==> config.mk <==
export PLATFORM = sky130hd
export DESIGN_NAME = fifo_wr_arbiter_flat
export DESIGN_NICKNAME = d
export VERILOG_FILES = /design/src/rtl/fifo_arb_pkg.sv /design/src/rtl/fifo_wr_arbiter_if.sv /design/src/rtl/fifo_rr_picker.sv /design/src/rtl/fifo_wr_arbiter.sv /design/src/flat_wrapper.sv
export SDC_FILE = /design/constraint.sdc
export NUM_CORES = 1
export LEC_CHECK = 0
export ABC_CLOCK_PERIOD_IN_PS = 1600
export BUFFER_PORTS_ARGS = -buffer_cell sky130_fd_sc_hd__buf_4
export CORE_MARGIN = 8
export CORE_UTILIZATION = 35
export CTS_BUF_LIST = sky130_fd_sc_hd__clkbuf_16
export DETAILED_ROUTE_END_ITERATION = 7
export PLACE_DENSITY = 0.82
export SKIP_LAST_GASP = 1
export SYNTH_ARGS = -nofsm -noshare
export SYNTH_HDL_FRONTEND = slang
export SYNTH_SLANG_ARGS = --single-unit
export TNS_END_PERCENT = 30
==> constraint.sdc <==
create_clock -name wr_clk -period 1.6 [get_ports wr_clk]
set_input_delay 0.32 -clock wr_clk [delete_from_list [all_inputs] [get_ports wr_clk]]
set_output_delay 0.32 -clock wr_clk [all_outputs]
set_load 0.005 [all_outputs]
==> src/rtl/fifo_arb_pkg.sv <==
// Shared types and defaults for the FIFO write-port arbiter.
// Holds the FSM encoding and the parameter defaults.
package fifo_arb_pkg;

  typedef enum logic {
    IDLE  = 1'b0,
    GRANT = 1'b1
  } arb_state_e;

  localparam int NUM_REQ_DEF    = 4;
  localparam int DATA_WIDTH_DEF = 16;
  localparam int BURST_MAX_DEF  = 4;

  function automatic int id_w(input int n);
    return (n > 1) ? $clog2(n) : 1;
  endfunction

endpackage

==> src/rtl/fifo_wr_arbiter_if.sv <==
// Requester/FIFO-side bundle of the FIFO write-port arbiter.
// master drives requests and full flag; slave is the arbiter.
interface fifo_wr_arbiter_if
  import fifo_arb_pkg::*;
#(
  parameter int NUM_REQ    = NUM_REQ_DEF,
  parameter int DATA_WIDTH = DATA_WIDTH_DEF
);

  localparam int ID_WIDTH = id_w(NUM_REQ);

  logic [NUM_REQ-1:0]            req;
  logic [NUM_REQ*DATA_WIDTH-1:0] req_data;
  logic                          fifo_full;
  logic [NUM_REQ-1:0]            gnt;
  logic [NUM_REQ-1:0]            ack;
  logic                          wr_en;
  logic [DATA_WIDTH-1:0]         data_in;
  logic [ID_WIDTH-1:0]           owner_id;
  logic                          busy;

  modport master (
    output req, req_data, fifo_full,
    input  gnt, ack, wr_en, data_in,
    input  owner_id, busy
  );

  modport slave (
    input  req, req_data, fifo_full,
    output gnt, ack, wr_en, data_in,
    output owner_id, busy
  );

endinterface

==> src/rtl/fifo_rr_picker.sv <==
// Round-robin picker: first set req bit strictly after last_owner.
// Purely combinational, wraps modulo NUM_REQ.
module fifo_rr_picker
  import fifo_arb_pkg::*;
#(
  parameter int NUM_REQ  = NUM_REQ_DEF,
  parameter int ID_WIDTH = id_w(NUM_REQ)
) (
  input  logic [NUM_REQ-1:0]  req,
  input  logic [ID_WIDTH-1:0] last_owner,
  output logic                valid,
  output logic [ID_WIDTH-1:0] index
);

  int                  s;
  logic [ID_WIDTH-1:0] idx;

  // Walk farthest-to-nearest so the nearest hit wins.
  always_comb begin
    valid = 1'b0;
    index = '0;
    s     = 0;
    idx   = '0;
    for (int k = NUM_REQ; k >= 1; k--) begin
      s = int'(last_owner) + k;
      if (s >= NUM_REQ) s = s - NUM_REQ;
      idx = ID_WIDTH'(s);
      if (req[idx]) begin
        valid = 1'b1;
        index = idx;
      end
    end
  end

endmodule

==> src/rtl/fifo_wr_arbiter.sv <==
// Round-robin burst arbiter for a single FIFO write port.
// One idle bubble separates consecutive grants.
module fifo_wr_arbiter
  import fifo_arb_pkg::*;
#(
  parameter int NUM_REQ    = NUM_REQ_DEF,
  parameter int DATA_WIDTH = DATA_WIDTH_DEF,
  parameter int BURST_MAX  = BURST_MAX_DEF
) (
  input logic         wr_clk,
  input logic         rst_n,
  fifo_wr_arbiter_if.slave bus
);

  localparam int ID_WIDTH = id_w(NUM_REQ);
  localparam int BW       = $clog2(BURST_MAX) + 1;

  localparam logic [ID_WIDTH-1:0] LAST_RST =
    ID_WIDTH'(NUM_REQ - 1);
  localparam logic [BW-1:0] BURST_END =
    BW'(BURST_MAX);

  arb_state_e          state_q, state_d;
  logic [ID_WIDTH-1:0] owner_q, owner_d;
  logic [ID_WIDTH-1:0] last_q, last_d;
  logic [BW-1:0]       beat_q, beat_d;
  logic [NUM_REQ-1:0]  gnt_q, gnt_d;
  logic [ID_WIDTH-1:0] id_q;
  logic                busy_q;

  logic                pick_valid;
  logic [ID_WIDTH-1:0] pick_idx;
  logic                owner_req;
  logic                wr_en;

  fifo_rr_picker #(
    .NUM_REQ  (NUM_REQ),
    .ID_WIDTH (ID_WIDTH)
  ) u_picker (
    .req        (bus.req),
    .last_owner (last_q),
    .valid      (pick_valid),
    .index      (pick_idx)
  );

  assign owner_req = bus.req[owner_q];
  assign wr_en     = (state_q == GRANT) & owner_req
                   & ~bus.fifo_full;

  assign bus.wr_en    = wr_en;
  assign bus.ack      = gnt_q & {NUM_REQ{wr_en}};
  assign bus.gnt      = gnt_q;
  assign bus.owner_id = id_q;
  assign bus.busy     = busy_q;
  assign bus.data_in  = (state_q == GRANT)
    ? bus.req_data[owner_q*DATA_WIDTH +: DATA_WIDTH]
    : '0;

  always_comb begin
    state_d = state_q;
    owner_d = owner_q;
    last_d  = last_q;
    beat_d  = beat_q;
    gnt_d   = '0;
    unique case (state_q)
      IDLE: begin
        if (pick_valid) begin
          state_d = GRANT;
          owner_d = pick_idx;
          beat_d  = '0;
        end
      end
      GRANT: begin
        if (!owner_req) begin
          state_d = IDLE;
          last_d  = owner_q;
        end else if (wr_en) begin
          beat_d = beat_q + 1'b1;
          if (beat_d == BURST_END) begin
            state_d = IDLE;
            last_d  = owner_q;
          end
        end
      end
      default: state_d = IDLE;
    endcase
    if (state_d == GRANT) gnt_d[owner_d] = 1'b1;
  end

  always_ff @(posedge wr_clk or negedge rst_n) begin
    if (!rst_n) begin
      state_q <= IDLE;
      owner_q <= '0;
      last_q  <= LAST_RST;
      beat_q  <= '0;
      gnt_q   <= '0;
      id_q    <= '0;
      busy_q  <= 1'b0;
    end else begin
      state_q <= state_d;
      owner_q <= owner_d;
      last_q  <= last_d;
      beat_q  <= beat_d;
      gnt_q   <= gnt_d;
      id_q    <= (state_d == GRANT) ? owner_d : '0;
      busy_q  <= (state_d == GRANT);
    end
  end

endmodule

==> src/flat_wrapper.sv <==
// flat-port wrapper written by rule: the top's interface ports become plain ports
module fifo_wr_arbiter_flat import fifo_arb_pkg::*;
#(
  parameter int NUM_REQ    = NUM_REQ_DEF,
  parameter int DATA_WIDTH = DATA_WIDTH_DEF,
  parameter int BURST_MAX  = BURST_MAX_DEF
)
  (wr_clk, rst_n, bus_req, bus_req_data, bus_fifo_full, bus_gnt, bus_ack, bus_wr_en, bus_data_in, bus_owner_id, bus_busy);
  fifo_wr_arbiter_if #(.NUM_REQ(NUM_REQ), .DATA_WIDTH(DATA_WIDTH)) bus_i ();
  input logic wr_clk;
  input logic rst_n;
  input wire logic [$bits(bus_i.req)-1:0] bus_req;
  input wire logic [$bits(bus_i.req_data)-1:0] bus_req_data;
  input wire logic [$bits(bus_i.fifo_full)-1:0] bus_fifo_full;
  output wire logic [$bits(bus_i.gnt)-1:0] bus_gnt;
  output wire logic [$bits(bus_i.ack)-1:0] bus_ack;
  output wire logic [$bits(bus_i.wr_en)-1:0] bus_wr_en;
  output wire logic [$bits(bus_i.data_in)-1:0] bus_data_in;
  output wire logic [$bits(bus_i.owner_id)-1:0] bus_owner_id;
  output wire logic [$bits(bus_i.busy)-1:0] bus_busy;
  assign bus_i.req = bus_req;
  assign bus_i.req_data = bus_req_data;
  assign bus_i.fifo_full = bus_fifo_full;
  assign bus_gnt = bus_i.gnt;
  assign bus_ack = bus_i.ack;
  assign bus_wr_en = bus_i.wr_en;
  assign bus_data_in = bus_i.data_in;
  assign bus_owner_id = bus_i.owner_id;
  assign bus_busy = bus_i.busy;
  fifo_wr_arbiter #(.NUM_REQ(NUM_REQ), .DATA_WIDTH(DATA_WIDTH), .BURST_MAX(BURST_MAX)) u_core (.wr_clk(wr_clk), .rst_n(rst_n), .bus(bus_i));
endmodule
==> impl_results.html, run 1 <==
<table>
<tr><th>Metric</th><th>Value</th></tr>
<tr><th colspan="2">Synth</th></tr>
<tr><td>Share of async-settable or async-resettable flops after synthesis</td><td>100.0%</td></tr>
<tr><td>Per-instance average area after synthesis</td><td>around 12 sq um</td></tr>
<tr><td>Top-area cell type share of the netlist area</td><td>between 30% and 40%</td></tr>
<tr><td>Number of synthesized register bits</td><td>14</td></tr>
<tr><td>Total of warnings raised by yosys</td><td>0</td></tr>
<tr><td>Most used standard cells in the synthesized netlist</td><td>sky130_fd_sc_hd__and2_1, sky130_fd_sc_hd__mux4_2, sky130_fd_sc_hd__dfrtp_1</td></tr>
<tr><td>Post-Synthesis Cell Area</td><td>1222 sq um</td></tr>
<tr><td>Most used flip-flop cell after synthesis</td><td>sky130_fd_sc_hd__dfrtp_1</td></tr>
<tr><td>Post-synth cell types</td><td>38</td></tr>
<tr><td>Synthesized net count</td><td>176</td></tr>
<tr><td>Sequential cell area fraction in the yosys report</td><td>28.86%</td></tr>
<tr><td>Number of synthesized flops with an enable pin</td><td>0</td></tr>
<tr><td>Most frequent cell after synthesis</td><td>sky130_fd_sc_hd__and2_1</td></tr>
<tr><td>Top cells by area in the synthesized netlist</td><td>sky130_fd_sc_hd__mux4_2, sky130_fd_sc_hd__dfrtp_1, sky130_fd_sc_hd__and2_1</td></tr>
<tr><td>Number of standard cells after synthesis</td><td>103</td></tr>
<tr><td>Largest area contributor in the synthesized netlist</td><td>sky130_fd_sc_hd__mux4_2</td></tr>
<tr><th colspan="2">Power</th></tr>
<tr><td>Maximum vdd ir drop</td><td>~0.0012 V</td></tr>
<tr><td>Sequential group share of total power</td><td>between 10% and 20%</td></tr>
<tr><td>Switching portion of total power</td><td>32.21%</td></tr>
<tr><td>Net switching component of the power</td><td>1.212 mW</td></tr>
<tr><td>Total power per unit cell area</td><td>1626 nW/um^2</td></tr>
<tr><td>Power, Total</td><td>3.764 mW</td></tr>
<tr><td>Clock share of power</td><td>between 10% and 20%</td></tr>
<tr><td>Combinational cell fraction of total power</td><td>70.4%</td></tr>
<tr><td>Design internal power</td><td>2.552 mW</td></tr>
<tr><td>P_leak</td><td>1.145 nW</td></tr>
<tr><th colspan="2">Finish</th></tr>
<tr><td>Final Non-Filler Cells</td><td>263</td></tr>
<tr><td>Area growth syn-to-layout</td><td>89.36%</td></tr>
<tr><td>Inserted Diodes</td><td>0</td></tr>
<tr><td>Final net count</td><td>291</td></tr>
<tr><td>Final core area utilization</td><td>69.37%</td></tr>
<tr><td>Fill count</td><td>between 200 and 250</td></tr>
<tr><td>Layout cells sized above 1</td><td>between 70% and 80%</td></tr>
<tr><td>Cell area after layout</td><td>2315 sq um</td></tr>
<tr><th colspan="2">Placement</th></tr>
<tr><td>Count of input and output buffers</td><td>slightly below 100</td></tr>
<tr><td>Worst-case setup slack after placement</td><td>-0.1440 ns</td></tr>
<tr><td>Weighted congestion reported at the end of routability-driven placement</td><td>0.8279</td></tr>
<tr><td>Detail Placement HPWL</td><td>3910 um</td></tr>
<tr><td>Cell Area, Placed</td><td>2097 sq um</td></tr>
<tr><td>Placed Instances</td><td>253</td></tr>
<tr><th colspan="2">Detailed routing</th></tr>
<tr><td>Remaining antenna violation count after routing</td><td>0</td></tr>
<tr><td>Overall routed net length</td><td>4906 um</td></tr>
<tr><td>Via Count</td><td>1,307</td></tr>
<tr><td>Number of violations reported at the end of detailed-routing iteration 0</td><td>52</td></tr>
<tr><td>Pre-Repair DR Iteration Count</td><td>4</td></tr>
<tr><td>Average routed wire per standard cell</td><td>18.65 um</td></tr>
<tr><td>Via/cell ratio</td><td>about 5.0</td></tr>
<tr><td>Residual DRC</td><td>0</td></tr>
<tr><th colspan="2">Global route</th></tr>
<tr><td>Vias in the first global route</td><td>between 1,000 and 1,500</td></tr>
<tr><td>Largest net degree at the start of global routing</td><td>21</td></tr>
<tr><td>Number of antenna violations at the first check in global routing</td><td>0</td></tr>
<tr><td>Tot GR Track Use</td><td>15.58%</td></tr>
<tr><td>Total congestion overflow</td><td>0</td></tr>
<tr><td>Global-route wire length before repair</td><td>6768 um</td></tr>
<tr><th colspan="2">Critical path</th></tr>
<tr><td>CP max stage delay</td><td>0.49 ns</td></tr>
<tr><td>Crit path max fanout</td><td>5</td></tr>
<tr><td>Cell Chain, Critical Path</td><td>clkbuf_16 -&gt; mux4_2 -&gt; and2_4 -&gt; buf_4</td></tr>
<tr><td>Cells on worst reg2reg path</td><td>5</td></tr>
<tr><td>Setup crit start kind</td><td>register</td></tr>
<tr><td>Reg2Reg Setup Slack</td><td>-0.12 ns</td></tr>
<tr><td>Data required time at the worst endpoint</td><td>1.28 ns</td></tr>
<tr><td>Reg2reg end</td><td>u_core.last_q[0]</td></tr>
<tr><td>Category of the worst setup path capture point</td><td>output pin</td></tr>
<tr><td>Classification of the worst setup path</td><td>register to output pin</td></tr>
<tr><td>CP max-delay cell</td><td>sky130_fd_sc_hd__mux4_2</td></tr>
<tr><td>CP Data Arrival Time</td><td>1.64 ns</td></tr>
<tr><td>Startpoint of the lowest-slack register-to-register path</td><td>u_core.owner_q[0]</td></tr>
<tr><th colspan="2">Hold path</th></tr>
<tr><td>Class of the tightest hold or removal check</td><td>input port to async pin</td></tr>
<tr><th colspan="2">Floorplanning</th></tr>
<tr><td>Starting Density</td><td>a little over a third</td></tr>
<tr><td>Row count</td><td>21</td></tr>
<tr><td>Die area</td><td>5640 sq um</td></tr>
<tr><td>Die Span Y</td><td>75.10 um</td></tr>
<tr><td>Width of the chip</td><td>75.10 um</td></tr>
<tr><td>Top-level port count</td><td>between 90 and 100</td></tr>
<tr><td>Area of the core</td><td>3337 sq um</td></tr>
<tr><th colspan="2">Timing</th></tr>
<tr><td>RSZ-0062 raised after global routing</td><td>yes</td></tr>
<tr><td>Ratio of final minimum period to clock period</td><td>122.7%</td></tr>
<tr><td>Number of pins exceeding their max-slew limit in the final report</td><td>0</td></tr>
<tr><td>Transition time at the pin with the least slew margin</td><td>0.4257 ns</td></tr>
<tr><td>Setup clock skew after layout</td><td>between 0.0015 and 0.002 ns</td></tr>
<tr><td>Worst-case headroom to the max-slew limit</td><td>about 71%</td></tr>
<tr><td>Setup slack of the critical path after layout</td><td>-0.3631 ns</td></tr>
<tr><td>Timing-limited maximum frequency</td><td>509.4 MHz</td></tr>
<tr><td>Final critical-path required period</td><td>1.963 ns</td></tr>
<tr><td>Hold violation count in the final report</td><td>0</td></tr>
<tr><td>Number of endpoints failing setup at the final stage</td><td>28</td></tr>
<tr><th colspan="2">Clock network</th></tr>
<tr><td>Buffer type at the clock tree root</td><td>sky130_fd_sc_hd__clkbuf_16</td></tr>
<tr><td>CTS tree</td><td>built</td></tr>
<tr><td>Total clock sinks</td><td>14</td></tr>
<tr><td>Clk Latency, worst-skew pair</td><td>0.24 ns</td></tr>
<tr><td>Maximum number of buffers from clock root to sink</td><td>2</td></tr>
<tr><td>Clock Pin Slew Worst Setup and Hold Paths</td><td>0.05 ns</td></tr>
<tr><td>H-tree lvl count</td><td>1</td></tr>
<tr><td>Clock buffers created by TritonCTS</td><td>3</td></tr>
<tr><th colspan="2">Job</th></tr>
<tr><td>Number of maximum-capacitance violations</td><td>0</td></tr>
<tr><th colspan="2">Run status</th></tr>
<tr><td>Status</td><td>complete, but fails checks</td></tr>
<tr><td>Violations in the final reports</td><td>negative setup slack</td></tr>
</table>
-- placed cells by master, fill, tap and decap left out, types with 2 or more instances in the layout --
cell / instances
sky130_fd_sc_hd__and2_4: 14
sky130_fd_sc_hd__buf_6: 8
sky130_fd_sc_hd__dfrtp_1: 11
sky130_fd_sc_hd__dfstp_2: 2
sky130_fd_sc_hd__inv_1: 3
sky130_fd_sc_hd__a21oi_1: 2
sky130_fd_sc_hd__and2_1: 9
sky130_fd_sc_hd__clkbuf_16: 5
sky130_fd_sc_hd__buf_4: 106
sky130_fd_sc_hd__mux2_2: 2
sky130_fd_sc_hd__ha_1: 2
sky130_fd_sc_hd__mux4_2: 17
sky130_fd_sc_hd__nor2b_1: 3
sky130_fd_sc_hd__nor2_1: 2
sky130_fd_sc_hd__nand2_1: 5
-- cell families (layout without fill, tap and decap cells) --
logic type,Yosys count,after routing,synth area share (%)
compound gates,13,13,8.292
flops,14,14,28.86
mux,20,20,33.98
fa+ha+maj,2,2,2.047
xor+xnor,1,1,0.7166
buf+inv,11,125,4.707
simple gates,42,42,21.39
-- layer usage --
metal | vias to the layer above | part of all wire [%] | global-route usage [%]
met3 | 10 | 8.3 | 3.995
met5 | - | 0 | 0
met4 | 0 | 2.0 | 3.478
met1 | 614 | 38 | 18.86
li1 | 615 | - | -
met2 | 68 | 51 | 26.78
-- worst max-delay path by stage --
stage,to,cells after the start,from
CTS,bus_data_in[0],4,u_core.owner_q[0]
global placement,bus_ack[2],5,bus_req[3]
floorplan,bus_ack[0],4,u_core.owner_q[1]
finish,bus_data_in[3],4,u_core.owner_q[0]
global route,bus_data_in[3],4,u_core.owner_q[0]
detailed placement,bus_ack[3],5,bus_req[3]
-- worst max-delay path, delay by kind of cell (launching register included) --
family / cells / cell delay, ns
buffers and inverters: 2 / 0.32
DFF: 1 / 0.45
muxes: 1 / 0.49
and+or+nand+nor: 1 / 0.15
-- what timing repair did --
action,4_1_cts,5_1_grt
hold endpoints to repair,12,0
gates cloned,0,3
buffers inserted,1,1
pin swaps,0,14
resized for setup,0,18
hold buffers,1,0
endpoints found under the setup margin,27,31
-- power by group through the flow --
stage,clock [mW],sequential [mW],combinational [mW]
final,0.466,0.649,2.65
after floorplan,0,0.619,1.33
after global routing,0.494,0.665,2.83
after global placement,0,0.623,2.22
after CTS,0.476,0.623,2.30
after detailed placement,0,0.621,2.27
-- through the flow --
step	hold WS, ns	TNS, ns
2_1_floorplan	0.02441	-0.1033
3_3_place_gp	0.1754	-2.214
3_5_place_dp	0.1793	-2.505
4_1_cts	0.4665	-7.421
5_1_grt	0.4816	-9.001
6_report	0.4690	-7.610
-- state kept, by name, summed over array words and instances, names as in the netlist --
name / flops
u_core.owner_q: 2
u_core.beat_q: 3
u_core.state_q: 1
u_core.last_q: 2
u_core.bus.owner_id: 2
u_core.bus.gnt: 4
-- cell type report --
type	count	area (sq um)	area share [%]
inverter	3	11.26	0.4865
clock inverter	1	3.754	0.1622
timing repair buffer	118	965.9	41.73
clock buffer	3	75.07	3.243
tap	46	57.56	2.486
sequential	14	354.1	15.30
multi-input combinational	78	847.1	36.59
(Power assumes the default switching activity.)
==> inputs of run 2 (changes only) <==
--- a/config.mk
+++ b/config.mk
@@ -12,6 +12,7 @@
 export CTS_BUF_LIST = sky130_fd_sc_hd__clkbuf_16
 export DETAILED_ROUTE_END_ITERATION = 7
 export PLACE_DENSITY = 0.82
+export SETUP_SLACK_MARGIN = 0.4
 export SKIP_LAST_GASP = 1
 export SYNTH_ARGS = -nofsm -noshare
 export SYNTH_HDL_FRONTEND = slang
==> constraint.sdc (replaced) <==
create_clock -name wr_clk -period 1.6 [get_ports wr_clk]
set_input_delay 0.4 -clock wr_clk [delete_from_list [all_inputs] [get_ports wr_clk]]
set_output_delay 0.4 -clock wr_clk [all_outputs]
set_load 0.005 [all_outputs]
==> run 2 against run 1 <==
Effect of this change:
- the run ends with negative hold slack, negative setup slack left
- combinational power is 13% lower
- sequential power is 2% higher
- core utilization is 2.7 points lower
- worst hold slack worse by 0.47 ns
- highest routed layer unchanged
==> impl_results.html, run 2 (synthesized netlist as in run 1, its figures left out) <==
<table>
<tr><th>Metric</th><th>Value</th></tr>
<tr><th colspan="2">Clock network</th></tr>
<tr><td>Clock Pin Slew Worst Setup and Hold Paths</td><td>0.05 ns (about the same)</td></tr>
<tr><td>Clock buffers created by TritonCTS</td><td>3 (unchanged)</td></tr>
<tr><td>Total clock sinks</td><td>14 (unchanged)</td></tr>
<tr><td>Clk Latency, worst-skew pair</td><td>0.24 ns (about the same)</td></tr>
<tr><td>Maximum number of buffers from clock root to sink</td><td>2 (unchanged)</td></tr>
<tr><td>H-tree lvl count</td><td>1 (unchanged)</td></tr>
<tr><td>Buffer type at the clock tree root</td><td>sky130_fd_sc_hd__clkbuf_16</td></tr>
<tr><td>CTS tree</td><td>built</td></tr>
<tr><td>Total of hold buffers inserted after clock tree synthesis</td><td>0 (-1)</td></tr>
<tr><th colspan="2">Floorplanning</th></tr>
<tr><td>Starting Density</td><td>36.63% (unchanged)</td></tr>
<tr><td>Width of the chip</td><td>75.10 um (unchanged)</td></tr>
<tr><td>Die Span Y</td><td>75.10 um (unchanged)</td></tr>
<tr><td>Row count</td><td>21 (unchanged)</td></tr>
<tr><td>Die area</td><td>5640 sq um (unchanged)</td></tr>
<tr><td>Area of the core</td><td>3337 sq um (unchanged)</td></tr>
<tr><td>Top-level port count</td><td>99 (unchanged)</td></tr>
<tr><th colspan="2">Timing</th></tr>
<tr><td>Final critical-path required period</td><td>2.027 ns (+0.06346 ns)</td></tr>
<tr><td>Transition time at the pin with the least slew margin</td><td>0.3676 ns (-0.05811 ns)</td></tr>
<tr><td>Number of endpoints failing setup at the final stage</td><td>28 (unchanged)</td></tr>
<tr><td>Worst-case headroom to the max-slew limit</td><td>75.42% (+4.1 points)</td></tr>
<tr><td>Ratio of final minimum period to clock period</td><td>126.7% (+4.0 points)</td></tr>
<tr><td>Setup clock skew after layout</td><td>0.003676 ns (+0.001951 ns)</td></tr>
<tr><td>Hold violation count in the final report</td><td>1 (+1)</td></tr>
<tr><td>RSZ-0062 raised after global routing</td><td>yes</td></tr>
<tr><td>Setup slack of the critical path after layout</td><td>-0.4266 ns (-0.06346 ns)</td></tr>
<tr><td>Timing-limited maximum frequency</td><td>493.4 MHz (-3.1%)</td></tr>
<tr><td>Post-Route Hold Slack</td><td>-0.000007438 ns (-0.4691 ns)</td></tr>
<tr><td>Sum of negative setup slack</td><td>-9.283 ns (-1.673 ns)</td></tr>
<tr><td>Number of pins exceeding their max-slew limit in the final report</td><td>0 (unchanged)</td></tr>
<tr><th colspan="2">Critical path</th></tr>
<tr><td>Reg2Reg Setup Slack</td><td>-0.12 ns (about the same)</td></tr>
<tr><td>Category of the worst setup path capture point</td><td>output pin</td></tr>
<tr><td>Cell Chain, Critical Path</td><td>clkbuf_16 -&gt; mux4_2 -&gt; and2_1 -&gt; buf_4</td></tr>
<tr><td>CP Data Arrival Time</td><td>1.63 ns (about the same)</td></tr>
<tr><td>Setup crit start kind</td><td>register</td></tr>
<tr><td>Data required time at the worst endpoint</td><td>1.20 ns (-0.08 ns)</td></tr>
<tr><td>CP max stage delay</td><td>0.48 ns (about the same)</td></tr>
<tr><td>CP max-delay cell</td><td>sky130_fd_sc_hd__mux4_2</td></tr>
<tr><td>Crit path max fanout</td><td>9 (+4)</td></tr>
<tr><td>Classification of the worst setup path</td><td>register to output pin</td></tr>
<tr><th colspan="2">Global route</th></tr>
<tr><td>Tot GR Track Use</td><td>16.05% (+0.47 points)</td></tr>
<tr><td>Vias in the first global route</td><td>1,423 (+2.4%)</td></tr>
<tr><td>Number of antenna violations at the first check in global routing</td><td>0 (unchanged)</td></tr>
<tr><td>Total congestion overflow</td><td>0 (unchanged)</td></tr>
<tr><td>Largest net degree at the start of global routing</td><td>21 (unchanged)</td></tr>
<tr><td>Global-route wire length before repair</td><td>6913 um (+2.1%)</td></tr>
<tr><th colspan="2">Run status</th></tr>
<tr><td>Status</td><td>complete, but fails checks</td></tr>
<tr><td>Violations in the final reports</td><td>negative hold slack, negative setup slack</td></tr>
<tr><th colspan="2">Power</th></tr>
<tr><td>P_leak</td><td>1.094 nW (-4.4%)</td></tr>
<tr><td>Power, Total</td><td>3.455 mW (-8.2%)</td></tr>
<tr><td>Total power per unit cell area</td><td>1553 nW/um^2 (-4.5%)</td></tr>
<tr><td>Maximum vdd ir drop</td><td>0.0009621 V (-21%)</td></tr>
<tr><th colspan="2">Finish</th></tr>
<tr><td>Final net count</td><td>287 (-1.4%)</td></tr>
<tr><td>Final core area utilization</td><td>66.67% (-2.7 points)</td></tr>
<tr><td>Most frequent standard cell in the layout excluding fill and tap cells</td><td>sky130_fd_sc_hd__buf_4</td></tr>
<tr><td>Inserted Diodes</td><td>0 (unchanged)</td></tr>
<tr><td>Area growth syn-to-layout</td><td>81.99%</td></tr>
<tr><td>Layout cells sized above 1</td><td>70.42% (-4.7 points)</td></tr>
<tr><td>Commonest cells after routing, fill and taps aside</td><td>sky130_fd_sc_hd__buf_4, sky130_fd_sc_hd__and2_1, sky130_fd_sc_hd__mux4_2</td></tr>
<tr><td>Number of flip-flops in the largest register</td><td>4 (unchanged)</td></tr>
<tr><th colspan="2">Placement</th></tr>
<tr><td>Weighted congestion reported at the end of routability-driven placement</td><td>0.7794 (-5.9%)</td></tr>
<tr><td>Worst-case setup slack after placement</td><td>-0.2720 ns (-0.1281 ns)</td></tr>
<tr><td>Count of input and output buffers</td><td>98 (unchanged)</td></tr>
<tr><td>Detail Placement HPWL</td><td>3901 um (-0.23%)</td></tr>
<tr><th colspan="2">Detailed routing</th></tr>
<tr><td>Via/cell ratio</td><td>4.985 (+0.30%)</td></tr>
<tr><td>Average routed wire per standard cell</td><td>18.75 um (+0.51%)</td></tr>
<tr><td>Overall routed net length</td><td>4856 um (-1.0%)</td></tr>
<tr><td>Number of violations reported at the end of detailed-routing iteration 0</td><td>40 (-23%)</td></tr>
<tr><td>Pre-Repair DR Iteration Count</td><td>4 (unchanged)</td></tr>
<tr><td>Remaining antenna violation count after routing</td><td>0 (unchanged)</td></tr>
<tr><td>Via Count</td><td>1,291 (-1.2%)</td></tr>
<tr><td>Residual DRC</td><td>0 (unchanged)</td></tr>
<tr><th colspan="2">Hold path</th></tr>
<tr><td>Class of the tightest hold or removal check</td><td>input port to async pin</td></tr>
<tr><th colspan="2">Job</th></tr>
<tr><td>Number of maximum-capacitance violations</td><td>0 (unchanged)</td></tr>
</table>
run 2: final cells by class:
class	count	area, sq um
Fill cell	276	1112
Timing Repair Buffer	114	900.9
Multi-Input combinational cell	78	822.0
Sequential cell	14	354.1
Clock buffer	3	75.07
Tap cell	46	57.56
Inverter	3	11.26
Clock inverter	1	3.754
run 2: per-stage QoR:
| stage | instance area, sq um | std cells | hold slack (ns) |
|---|---|---|---|
| floorplan | 1246 | 103 | 0.1044 |
| global placement | 2097 | 253 | 0.2558 |
| detailed placement | 2097 | 253 | 0.2587 |
| CTS | 2183 | 258 | 0.001479 |
| global route | 2225 | 259 | 0.01315 |
| finish | 2225 | 259 | -0.000007438 |
run 2: path summary, 6_finish.rpt:
path                                   startpoint                endpoint  cells after the start
worst max-delay path            u_core.owner_q[0]          bus_data_in[2]                      4
worst min-delay path                        rst_n  u_core.bus.owner_id[0]                      1
worst max register to register  u_core.owner_q[0]        u_core.beat_q[0]                      6
worst min register to register   u_core.beat_q[2]        u_core.beat_q[2]                      2
max in group asynchronous                   rst_n        u_core.last_q[1]                      1
min in group wr_clk              u_core.beat_q[2]        u_core.beat_q[2]                      2
run 2: layer usage:
metal  GRT usage (%)  share of wire [%]  vias to the layer above
met5               0                  0                        -
met2           30.23                 54                       53
met3           2.929                9.4                        4
met4           3.913               0.64                        0
li1                -                  -                      610
met1           17.82                 36                      624
run 2: critical path, delay by kind of cell (launching register included):
family | cells | cell delay (ns)
flip-flops | 1 | 0.41
AND/OR/NAND/NOR | 1 | 0.17
multiplexers | 1 | 0.48
buffers and inverters | 2 | 0.32
run 2: power breakdown:
| group | total (mW) | internal [mW] | switching [mW] | leakage, nW |
|---|---|---|---|---|
| combinational | 2.31 | 1.45 | 0.864 | 0.880 |
| sequential | 0.664 | 0.522 | 0.142 | 0.176 |
| clock | 0.481 | 0.331 | 0.150 | 0.0385 |
| total | 3.46 | 2.30 | 1.16 | 1.09 |
run 2: what timing repair did:
action	CTS	global route
pin swaps	0	0
gates resized for setup	0	5
buffers inserted	1	0
cloned	0	1
setup endpoints to repair	36	37
hold endpoints to repair	0	0
